$ cat config.mk
export PLATFORM = sky130hd
export DESIGN_NAME = addr_sequencer_flat
export DESIGN_NICKNAME = d
export VERILOG_FILES = /design/src/rtl/addr_sequencer_if.sv /design/src/rtl/addr_sequencer.sv /design/src/flat_wrapper.sv
export SDC_FILE = /design/constraint.sdc
export NUM_CORES = 1
export LEC_CHECK = 0
export ABC_CLOCK_PERIOD_IN_PS = 4600
export BUFFER_PORTS_ARGS = -buffer_cell sky130_fd_sc_hd__buf_2
export CAP_MARGIN = 20
export CORE_MARGIN = 4
export CORE_UTILIZATION = 56
export DETAILED_ROUTE_END_ITERATION = 10
export PLACE_DENSITY = 0.79
export REMOVE_ABC_BUFFERS = 1
export SLEW_MARGIN = 20
export SYNTH_ARGS = -nofsm -noshare
export SYNTH_HDL_FRONTEND = slang
export SYNTH_SLANG_ARGS = --single-unit
export TNS_END_PERCENT = 50
$ cat constraint.sdc
create_clock -name clk -period 4.6 [get_ports clk]
set_clock_uncertainty 0.15 [all_clocks]
set_input_delay 0.46 -clock clk [delete_from_list [all_inputs] [get_ports clk]]
set_output_delay 0.46 -clock clk [all_outputs]
set_load 0.005 [all_outputs]
$ cat src/rtl/addr_sequencer_if.sv
// Address handshake bundle between the sequencer and a memory port.
// The sequencer drives addr/idx/last; the consumer answers with ready.
interface addr_sequencer_if #(
  parameter int W = 32
);
  logic [W-1:0] addr;
  logic         addr_valid;
  logic         addr_ready;
  logic [W-1:0] idx;
  logic         last;

  modport master (
    output addr,
    output addr_valid,
    output idx,
    output last,
    input  addr_ready
  );

  modport slave (
    input  addr,
    input  addr_valid,
    input  idx,
    input  last,
    output addr_ready
  );
endinterface

$ cat src/rtl/addr_sequencer.sv
// Programmable address walker: base/len/step/dir, single or wrapping pass,
// valid/ready toward the memory port, with clock enable and abort.
module addr_sequencer #(
  parameter int W      = 32,
  parameter int STEP_W = 8
) (
  input  logic              clk,
  input  logic              CLR_n,
  input  logic              CE,
  input  logic              start,
  input  logic              abort,
  input  logic [W-1:0]      base,
  input  logic [W-1:0]      len,
  input  logic [STEP_W-1:0] step,
  input  logic              dir,
  input  logic              cont,
  addr_sequencer_if.master  bus,
  output logic              wrap,
  output logic              busy,
  output logic              done
);

  typedef enum logic [1:0] {
    IDLE = 2'd0,
    RUN  = 2'd1,
    DONE = 2'd2
  } state_t;

  state_t            state_q, state_d;
  logic [W-1:0]      addr_q, addr_d;
  logic [W-1:0]      idx_q, idx_d;
  logic [W-1:0]      base_q, base_d;
  logic [W-1:0]      len_q, len_d;
  logic [STEP_W-1:0] step_q, step_d;
  logic              dir_q, dir_d;
  logic              cont_q, cont_d;
  logic              valid_q, valid_d;
  logic              wrap_q, wrap_d;

  logic [W-1:0]      step_ext;
  logic [W-1:0]      addr_nx;
  logic              at_end;
  logic              xfer;

  assign step_ext = W'(step_q);
  assign addr_nx  = dir_q ? addr_q - step_ext
                          : addr_q + step_ext;
  assign at_end   = (idx_q == len_q - W'(1));
  assign xfer     = valid_q & bus.addr_ready;

  // Abort wins over every other event, including the DONE exit.
  always_comb begin
    state_d = state_q;
    addr_d  = addr_q;
    idx_d   = idx_q;
    base_d  = base_q;
    len_d   = len_q;
    step_d  = step_q;
    dir_d   = dir_q;
    cont_d  = cont_q;
    valid_d = valid_q;
    wrap_d  = 1'b0;
    if (abort) begin
      state_d = IDLE;
      valid_d = 1'b0;
    end else begin
      unique case (state_q)
        IDLE: begin
          if (start) begin
            base_d = base;
            len_d  = len;
            step_d = step;
            dir_d  = dir;
            cont_d = cont;
            if (len == '0) begin
              state_d = DONE;
              valid_d = 1'b0;
            end else begin
              state_d = RUN;
              addr_d  = base;
              idx_d   = '0;
              valid_d = 1'b1;
            end
          end
        end
        RUN: begin
          if (xfer) begin
            if (!at_end) begin
              idx_d  = idx_q + W'(1);
              addr_d = addr_nx;
            end else if (cont_q) begin
              addr_d = base_q;
              idx_d  = '0;
              wrap_d = 1'b1;
            end else begin
              state_d = DONE;
              valid_d = 1'b0;
            end
          end
        end
        DONE: begin
          state_d = IDLE;
        end
        default: begin
          state_d = IDLE;
          valid_d = 1'b0;
        end
      endcase
    end
  end

  always_ff @(posedge clk) begin
    if (!CLR_n) begin
      state_q <= IDLE;
      addr_q  <= '0;
      idx_q   <= '0;
      base_q  <= '0;
      len_q   <= '0;
      step_q  <= '0;
      dir_q   <= 1'b0;
      cont_q  <= 1'b0;
      valid_q <= 1'b0;
      wrap_q  <= 1'b0;
    end else if (CE) begin
      state_q <= state_d;
      addr_q  <= addr_d;
      idx_q   <= idx_d;
      base_q  <= base_d;
      len_q   <= len_d;
      step_q  <= step_d;
      dir_q   <= dir_d;
      cont_q  <= cont_d;
      valid_q <= valid_d;
      wrap_q  <= wrap_d;
    end
  end

  assign bus.addr       = addr_q;
  assign bus.addr_valid = valid_q;
  assign bus.idx        = idx_q;
  assign bus.last       = valid_q & at_end;
  assign wrap           = wrap_q;
  assign busy           = (state_q != IDLE);
  assign done           = (state_q == DONE);

endmodule

$ cat src/flat_wrapper.sv
// flat-port wrapper written by rule: the top's interface ports become plain ports
module addr_sequencer_flat 
#(
  parameter int W      = 32,
  parameter int STEP_W = 8
)
  (clk, CLR_n, CE, start, abort, base, len, step, dir, cont, wrap, busy, done, bus_addr, bus_addr_valid, bus_idx, bus_last, bus_addr_ready);
  addr_sequencer_if #(.W(W)) bus_i ();
  input  logic clk;
  input  logic CLR_n;
  input  logic CE;
  input  logic start;
  input  logic abort;
  input  logic [W-1:0] base;
  input  logic [W-1:0] len;
  input  logic [STEP_W-1:0] step;
  input  logic dir;
  input  logic cont;
  output logic wrap;
  output logic busy;
  output logic done;
  output wire logic [$bits(bus_i.addr)-1:0] bus_addr;
  output wire logic [$bits(bus_i.addr_valid)-1:0] bus_addr_valid;
  output wire logic [$bits(bus_i.idx)-1:0] bus_idx;
  output wire logic [$bits(bus_i.last)-1:0] bus_last;
  input wire logic [$bits(bus_i.addr_ready)-1:0] bus_addr_ready;
  assign bus_addr = bus_i.addr;
  assign bus_addr_valid = bus_i.addr_valid;
  assign bus_idx = bus_i.idx;
  assign bus_last = bus_i.last;
  assign bus_i.addr_ready = bus_addr_ready;
  addr_sequencer #(.W(W), .STEP_W(STEP_W)) u_core (.clk(clk), .CLR_n(CLR_n), .CE(CE), .start(start), .abort(abort), .base(base), .len(len), .step(step), .dir(dir), .cont(cont), .bus(bus_i), .wrap(wrap), .busy(busy), .done(done));
endmodule
; Word level (Yosys, flattened, before mapping)
; Cells that the tools add are included.
[op_classes]
add_sub_neg = 4
n_eq_ne = 12
mux = 32
bitwise_logic = 3
reduce_logical = 8
[op_table]
columns = cell, n
row1 = $mux 32, 11
row2 = $pmux 32 s2, 2
row3 = $add 32x1->32 const B, 1
row4 = $add 32x8->32, 1
row5 = $eq 32x32->1, 1
row6 = $logic_not 32->1, 1
row7 = $sub 32x1->32 const B, 1
row8 = $sub 32x8->32, 1
row9 = $mux 2, 6
row10 = $mux 1, 11
row11 = $ne 3x2->1 const B, 3
row12 = $reduce_and 7->1, 1
row13 = $ne 2x2->1 const B, 3
row14 = $ne 3x3->1 const B, 2
row15 = $reduce_and 6->1, 1
row16 = $reduce_and 5->1, 1
row17 = $pmux 2 s2, 1
row18 = $reduce_and 4->1, 1
row19 = $reduce_bool 2->1, 2
row20 = $pmux 1 s3, 1
row21 = $and 1x1->1, 2
row22 = $eq 2x1->1 const B, 1
row23 = $eq 2x2->1 const B, 1
row24 = $logic_not 2->1, 1
row25 = 2 further kinds, 2
[totals]
regBits = 142
input_bits = 80
out_inout_bits = 69
wordCells = 69

; Depth between registers and ports, before layout
; Gate-level depths: netlist (run 1).
[depth]
depth_word = 6
depth_mapped = 17
depth_no_buf = 17

; Least setup slack after synthesis (run 1)
; No wires, ideal clock.
[synth_path]
path_type = reg2reg
from = register u_core.step_q[3]
to = register u_core.addr_q[29], in the netlist u_core.bus.addr[29]
setup_time_ps = 117
t_arrival_ps = 3372
required_time_ps = 4333
path_slack_ps = 961
stages_incl_launch_ff = 16
path_buffers = 0
period_less_slack_ps = 3639
path_cell_list = dfxtp_1 > nor3_1 > nand2b_1 > nor2_1 > a21o_1 > ha_1 > a21o_1 > a21oi_1 > a21oi_1 > or3_1 > o21ai_0 > o21ai_0 > and2_1 > a2111oi_0 > o31ai_1 > a22o_1
[synth_between]
elab_chain_len = 5
word_cells_on_any_way = 6
cone_classes = 2 x add/sub / 4 x mux
[synth_rtl]
columns = element, line
row1 = "start, declared", addr_sequencer.sv:34  ; logic [STEP_W-1:0] step_q, step_d;
row2 = "start signal, assigned", addr_sequencer.sv:130  ; step_q <= step_d;
row3 = $add 32x8->32 or $sub 32x8->32 (tied branches), "addr_sequencer.sv:47, addr_sequencer.sv:46"
row4 = $mux 32 *, addr_sequencer.sv:46  ; assign addr_nx = dir_q ? addr_q - step_ext
row5 = $mux 32 *, addr_sequencer.sv:88  ; if (!at_end) begin
row6 = $mux 32 *, addr_sequencer.sv:87  ; if (xfer) begin
row7 = $pmux 32 s2 *, addr_sequencer.sv:67  ; unique case (state_q)
row8 = "end signal, assigned", addr_sequencer.sv:126  ; addr_q <= addr_d;
row9 = "end, declared", addr_sequencer.sv:30  ; logic [W-1:0] addr_q, addr_d;
; Every way passes the cells marked *; elsewhere a longest branch is shown, timed or not. The select of a mux whose other input is x is not followed.
; A chain may end at the register's enable or synchronous reset.

; Final worst setup path (run 1)
[layout_path]
from = register u_core.len_q[20]
to = output port bus_last
[layout_between]
elab_chain_len = 3
[layout_rtl]
columns = element, line
row1 = "start, declared", addr_sequencer.sv:33  ; logic [W-1:0] len_q, len_d;
row2 = "start signal, assigned", addr_sequencer.sv:129  ; len_q <= len_d;
row3 = $sub 32x1->32, addr_sequencer.sv:48  ; assign at_end = (idx_q == len_q - W'(1));
row4 = $eq 32x32->1, addr_sequencer.sv:48
row5 = $and 1x1->1, addr_sequencer.sv:141  ; assign bus.last = valid_q & at_end;
row6 = "end, declared", flat_wrapper.sv:25  ; output wire logic [$bits(bus_i.last)-1:0] bus_last;
; No other way between the ends.

==> impl_metrics.env, run 1 <==
export IMPL_min_period_over_period=0.961
export IMPL_cts_buffer_depth=2
export IMPL_ys_ff_latch=142
export IMPL_io_pins=149
export IMPL_seqPwrFrac=0.349
export IMPL_die_h_um=136
export IMPL_dp_hpwl_um=19300
export IMPL_cts_made_buffers=17
export IMPL_overflow=0
export IMPL_dp_cells=1508
export IMPL_grt_pass1_wl_um=43800
export IMPL_syn_inst=1196
export IMPL_max_slew_margin=0.312
export IMPL_dp_slack_ns=0.316
export IMPL_intPower_mw=2.61
export IMPL_switchingPower_mw=1.14
export IMPL_clkTransAtPathRegs_ns=0.06
export IMPL_drive_gt1_frac=0.167
export IMPL_timing_fmax_mhz=226
export IMPL_clock_sinks=142
export IMPL_switching_share=0.304
export IMPL_cp_required_ns=3.99
export IMPL_drt_iter0_drc=910
export IMPL_rows=46
export IMPL_worst_hold_slack_ns=0.115
export IMPL_r2r_end="u_core.bus.addr[29]"
export IMPL_endpoint_kind="output port"
export IMPL_rr_startpoint="u_core.step_q[1]"
export IMPL_initial_core_util=0.573
export IMPL_crit_end="bus_last"
export IMPL_synth_commonest_cells="nand2_1, a21oi_1, dfxtp_1"
export IMPL_placed_area_um2=9980
export IMPL_p_per_area_nw_per_um2=353
export IMPL_max_cap_viol_count=0
export IMPL_synth_area_per_cell_um2=7.64
export IMPL_arrival_ns=3.81
export IMPL_gr_usage_all_layers=0.294
export IMPL_synth_distinct_cells=77
export IMPL_p_clk_frac=0.385
export IMPL_antenna_found_initial=0
export IMPL_synth_edf_count=0
export IMPL_drv_slew=0
export IMPL_io_buffers=148
export IMPL_setup_viol=0
export IMPL_yosys_area_top_type="dfxtp_1"
export IMPL_coreArea_um2=15900
export IMPL_die_w_um=136
export IMPL_outcome="finished clean"
export IMPL_startpoint_type="flip-flop"
export IMPL_worst_setup_path_type="flip-flop to output port"
export IMPL_die_area_um2=18400
export IMPL_drtPass1Iterations=5
export IMPL_ys_seq_area_frac=0.311
export IMPL_cp_max_fo=6
export IMPL_syn2layout_area_growth_pct=16.3
export IMPL_min_path_type="input port to flip-flop"
export IMPL_drtAntennaViolNets=0
export IMPL_final_cells=1540
export IMPL_grt_max_degree=75
export IMPL_cts_root_buf="clkbuf_16"
export IMPL_async_flop_share=0
export IMPL_hold_viol=0
export IMPL_tightest_slew_ns=1.03
export IMPL_via_count=9395
export IMPL_rsz0062_at_grt="no"
export IMPL_wirelength_um=27200
export IMPL_synth_top_cell_area_share=0.311
export IMPL_crit_start="u_core.len_q[20]"
export IMPL_hold_depth=3
export IMPL_ys_warn_count=0
export IMPL_final_core_util=0.667
export IMPL_r2r_slack_ns=0.40
export IMPL_worst_slack_ns=0.181
export IMPL_synthTopCellsByArea="dfxtp_1, a21oi_1, nand2_1, ha_1, xnor2_1"
export IMPL_wl_per_cell_um=17.7
export IMPL_gp_congestion=0.979
export IMPL_combPwrFrac=0.266
export IMPL_synth_most_common_cell="nand2_1"
export IMPL_nets=1428
export IMPL_htreeDepth=4
export IMPL_fin_area_um2=10600
export IMPL_ff2ff_path_depth=15
export IMPL_drc=0
export IMPL_synth_cell_area_um2=9140
export IMPL_cts_tree="done"
export IMPL_via_per_inst=6.10
export IMPL_layout_min_cycle_time_ns=4.42
export IMPL_worstSkewPairLatency_ns=0.43
export IMPL_grt_pass1_vias=8749
export IMPL_synthFlopType="dfxtp_1"
export IMPL_p_leak_nw=4.39
export IMPL_ir_drop_mv=0.276
export IMPL_antenna_diode_count=0
## layout make-up
class	count	area, um^2
multi-input cells	959	5930
clock inverters	5	103
flip-flops and latches	142	2840
inverters	28	105
fillers	1422	5310
well taps	216	270
clock buffers	26	509
repair buffers	164	873
## what timing repair did
action / in CTS / in global routing
hold buffers: 0 / 0
endpoints found under the setup margin: 1 / 4
pin swaps: 1 / 1
resized for setup: 3 / 2
gates cloned: 0 / 0
buffers inserted: 0 / 1
## power groups by stage
| stage | logic, mW | registers [mW] | clock network, mW |
|---|---|---|---|
| after floorplan | 0.714 | 1.32 | 0 |
| after global placement | 0.950 | 1.33 | 0 |
| after detailed placement | 0.963 | 1.33 | 0 |
| after CTS | 0.980 | 1.31 | 1.45 |
| after global routing | 1.11 | 1.31 | 1.51 |
| final | 0.999 | 1.31 | 1.44 |
## worst min path at each step
stage,slack (ns),end,start
2_1_floorplan,0.28,u_core.base_q[10],u_core.base_q[10]
3_3_place_gp,0.29,u_core.base_q[2],u_core.base_q[2]
3_5_place_dp,0.29,u_core.base_q[2],u_core.base_q[2]
4_1_cts,0.11,u_core.step_q[4],step[4]
5_1_grt,0.12,u_core.step_q[6],step[6]
6_report,0.12,u_core.step_q[6],step[6]
## state kept, by name (all words and copies together), names as in the netlist
signal and flops:
u_core.bus.addr_valid 1, u_core.bus.addr 32, u_core.dir_q 1, u_core.len_q 32, u_core.cont_q 1, u_core.step_q 8
u_core.base_q 32, u_core.state_q 2, u_core.bus.idx 32, u_core.wrap 1
## layout by cell type (no fill, tap or decap), drive strengths merged, types with 5 or more instances in the layout
cell type / count
a31oi: 11
or2: 6
a22o: 22
a21oi: 161
xnor2: 44
a211oi: 8
nor3: 30
o31a: 9
o21bai: 5
clkbuf: 26
a21o: 20
xor2: 28
inv: 28
and2: 7
nand2: 205
or4: 10
o211a: 10
nor2b: 8
dfxtp: 142
o21ai: 45
nand2b: 15
ha: 35
nand3: 28
o211ai: 10
nor4: 27
nor2: 81
buf: 164
and3: 14
nand4: 12
o21a: 8
or3: 16
a2111oi: 5
o31ai: 8
mux2i: 28
## stage by stage
step | TNS (ns) | total power [mW]
4_1_cts | 0 | 3.74
5_1_grt | 0 | 3.93
6_report | 0 | 3.75
2_1_floorplan | -26.67 | 2.04
3_5_place_dp | 0 | 2.30
3_3_place_gp | 0 | 2.28
## critical path, stage by stage, from the launching register on
cell	delay [ns]
dfxtp_1	0.39
nor4_2	0.51
nand3_2	0.22
or3_1	0.41
o211a_1	0.24
o31a_1	0.28
a2111o_1	0.49
or4_4	0.63
nor2_1	0.11
buf_2	0.12
## routing by layer
layer,track usage,share of wire
met3,0.0602,0.075
met4,0.0941,0.023
met5,0,0
met2,0.463,0.45
met1,0.405,0.45
## kinds of logic after synthesis
family                   share of synthesized area
multiplexers                                0.0307
XOR/XNOR                                    0.0690
adder cells (fa/ha/maj)                     0.0501
AO/OA/AOI/OAI                                0.246
flip-flops                                   0.311
AND/OR/NAND/NOR                              0.248
buffers and inverters                       0.0446
(Power assumes the default switching activity.)
==> run 2, diff against run 1 <==
- CTS_CLUSTER_SIZE: default -> 16
- GPL_TIMING_DRIVEN: default -> 0
==> run 2 against run 1 <==
Effect of this change:
- critical path type unchanged
- critical path depth stayed put
- register-to-register slack worse by 0.09 ns
- clock power is 4% lower
- combinational power hardly changed
- core utilization is 0.46 points higher
- routed wire length is 1.9% lower
- setup slack worse by 0.038 ns
- final area is 0.68% higher
==> impl_metrics.env, run 2 (synthesis results as in run 1) <==
export IMPL_finalSetupTns_ns=0
export IMPL_hold_depth=3
export IMPL_final_common_cell="nand2_1"
export IMPL_cts_tree="done"
export IMPL_wirelength_um=26700
export IMPL_grt_pass1_vias=8485
export IMPL_outcome="finished clean"
export IMPL_cts_buffer_depth=2
export IMPL_die_h_um=136
export IMPL_wl_per_cell_um=17.3
export IMPL_via_per_inst=6.09
export IMPL_ir_drop_mv=0.283
export IMPL_drt_iter0_drc=855
export IMPL_gp_congestion=0.933
export IMPL_ff2ff_path_depth=14
export IMPL_max_slew_margin=0.310
export IMPL_final_cells=1540
export IMPL_cts_root_buf="clkbuf_16"
export IMPL_cp_required_ns=3.99
export IMPL_fin_area_um2=10700
export IMPL_cp_max_fo=8
export IMPL_rows=46
export IMPL_dp_slack_ns=-0.693
export IMPL_dp_hpwl_um=18900
export IMPL_worstSkewPairLatency_ns=0.43
export IMPL_p_per_area_nw_per_um2=345
export IMPL_grt_max_degree=54
export IMPL_min_path_type="input port to flip-flop"
export IMPL_timing_fmax_mhz=224
export IMPL_min_period_over_period=0.969
export IMPL_tightest_slew_ns=1.03
export IMPL_drc=0
export IMPL_coreArea_um2=15900
export IMPL_io_pins=149
export IMPL_setup_viol=0
export IMPL_drtAntennaViolNets=0
export IMPL_die_area_um2=18400
export IMPL_layout_common_cells="nand2_1, a21oi_1, buf_2, dfxtp_1, nor2_1"
export IMPL_nets=1426
export IMPL_gr_usage_all_layers=0.282
export IMPL_total_power_mw=3.69
export IMPL_p_leak_nw=4.40
export IMPL_startpoint_type="flip-flop"
export IMPL_rsz0062_at_grt="no"
export IMPL_io_buffers=148
export IMPL_layout_min_cycle_time_ns=4.46
export IMPL_hold_viol=0
export IMPL_antenna_found_initial=1
export IMPL_drive_gt1_frac=0.172
export IMPL_arrival_ns=3.85
export IMPL_drv_slew=0
export IMPL_max_cap_viol_count=0
export IMPL_syn2layout_area_growth_pct=17.1
export IMPL_dp_cells=1500
export IMPL_die_w_um=136
export IMPL_via_count=9382
export IMPL_drtPass1Iterations=5
export IMPL_overflow=0
export IMPL_htreeDepth=4
export IMPL_endpoint_kind="output port"
export IMPL_clock_sinks=142
export IMPL_cts_made_buffers=17
export IMPL_worst_slack_ns=0.144
export IMPL_clkTransAtPathRegs_ns=0.06
export IMPL_initial_core_util=0.573
export IMPL_final_core_util=0.671
export IMPL_placed_area_um2=10000
export IMPL_worst_setup_path_type="flip-flop to output port"
export IMPL_worst_hold_slack_ns=0.110
export IMPL_grt_pass1_wl_um=42100
[run 2: cell types whose count changed in the layout (fill, tap and decap cells not counted), sizes merged]
| cell | previous run | this run |
|---|---|---|
| diode | 0 | 1 |
| clkbuf | 26 | 21 |
| bufinv | 3 | 2 |
| nor2 | 81 | 82 |
| inv | 28 | 29 |
| clkinv | 1 | 7 |
| buf | 164 | 161 |
[run 2: path summary, 6_finish.rpt]
kind	end	slack, ns	start
max	bus_last	0.14	u_core.len_q[9]
min	u_core.step_q[2]	0.11	step[2]
max reg2reg	u_core.bus.addr[11]	0.31	u_core.len_q[9]
min reg2reg	u_core.base_q[7]	0.31	u_core.base_q[7]
[run 2: layer usage]
metal | part of all wire | vias up | GRT usage
met5 | 0 | - | 0
met4 | 0.018 | 0 | 0.0857
met3 | 0.073 | 46 | 0.0520
met1 | 0.45 | 4402 | 0.396
met2 | 0.46 | 386 | 0.440
li1 | - | 4548 | -
[run 2: timing repair]
item / 4_1_cts / 5_1_grt
hold buffers: 0 / 0
endpoints found under the hold margin: 0 / 0
cloned: 1 / 0
setup endpoints to repair: 56 / 25
pin swaps: 2 / 1
buffers inserted: 3 / 3
resized for setup: 5 / 8
[run 2: layout make-up]
class	instances	area [um^2]
antenna	1	2.50
clock buffer	21	460
clock inverter	11	115
fill	1370	5240
inverter	28	108
multi-input combinational	960	5980
sequential	142	2840
tap	216	270
timing repair buffer	161	918
[run 2: critical path: stages (launching register included)]
cell and delay, ns:
dfxtp_1 0.40, nor4_4 0.38, nand4_1 0.15, buf_4 0.19, or3_1 0.38, or4_1 0.50
a2111o_1 0.54, or4_4 0.64, nor2_1 0.12, buf_2 0.12
[run 2: where the power goes]
| group | internal (mW) | switching, mW |
|---|---|---|
| Combinational | 0.424 | 0.578 |
| Clock | 0.823 | 0.555 |
| Sequential | 1.27 | 0.0418 |
| Total | 2.51 | 1.17 |
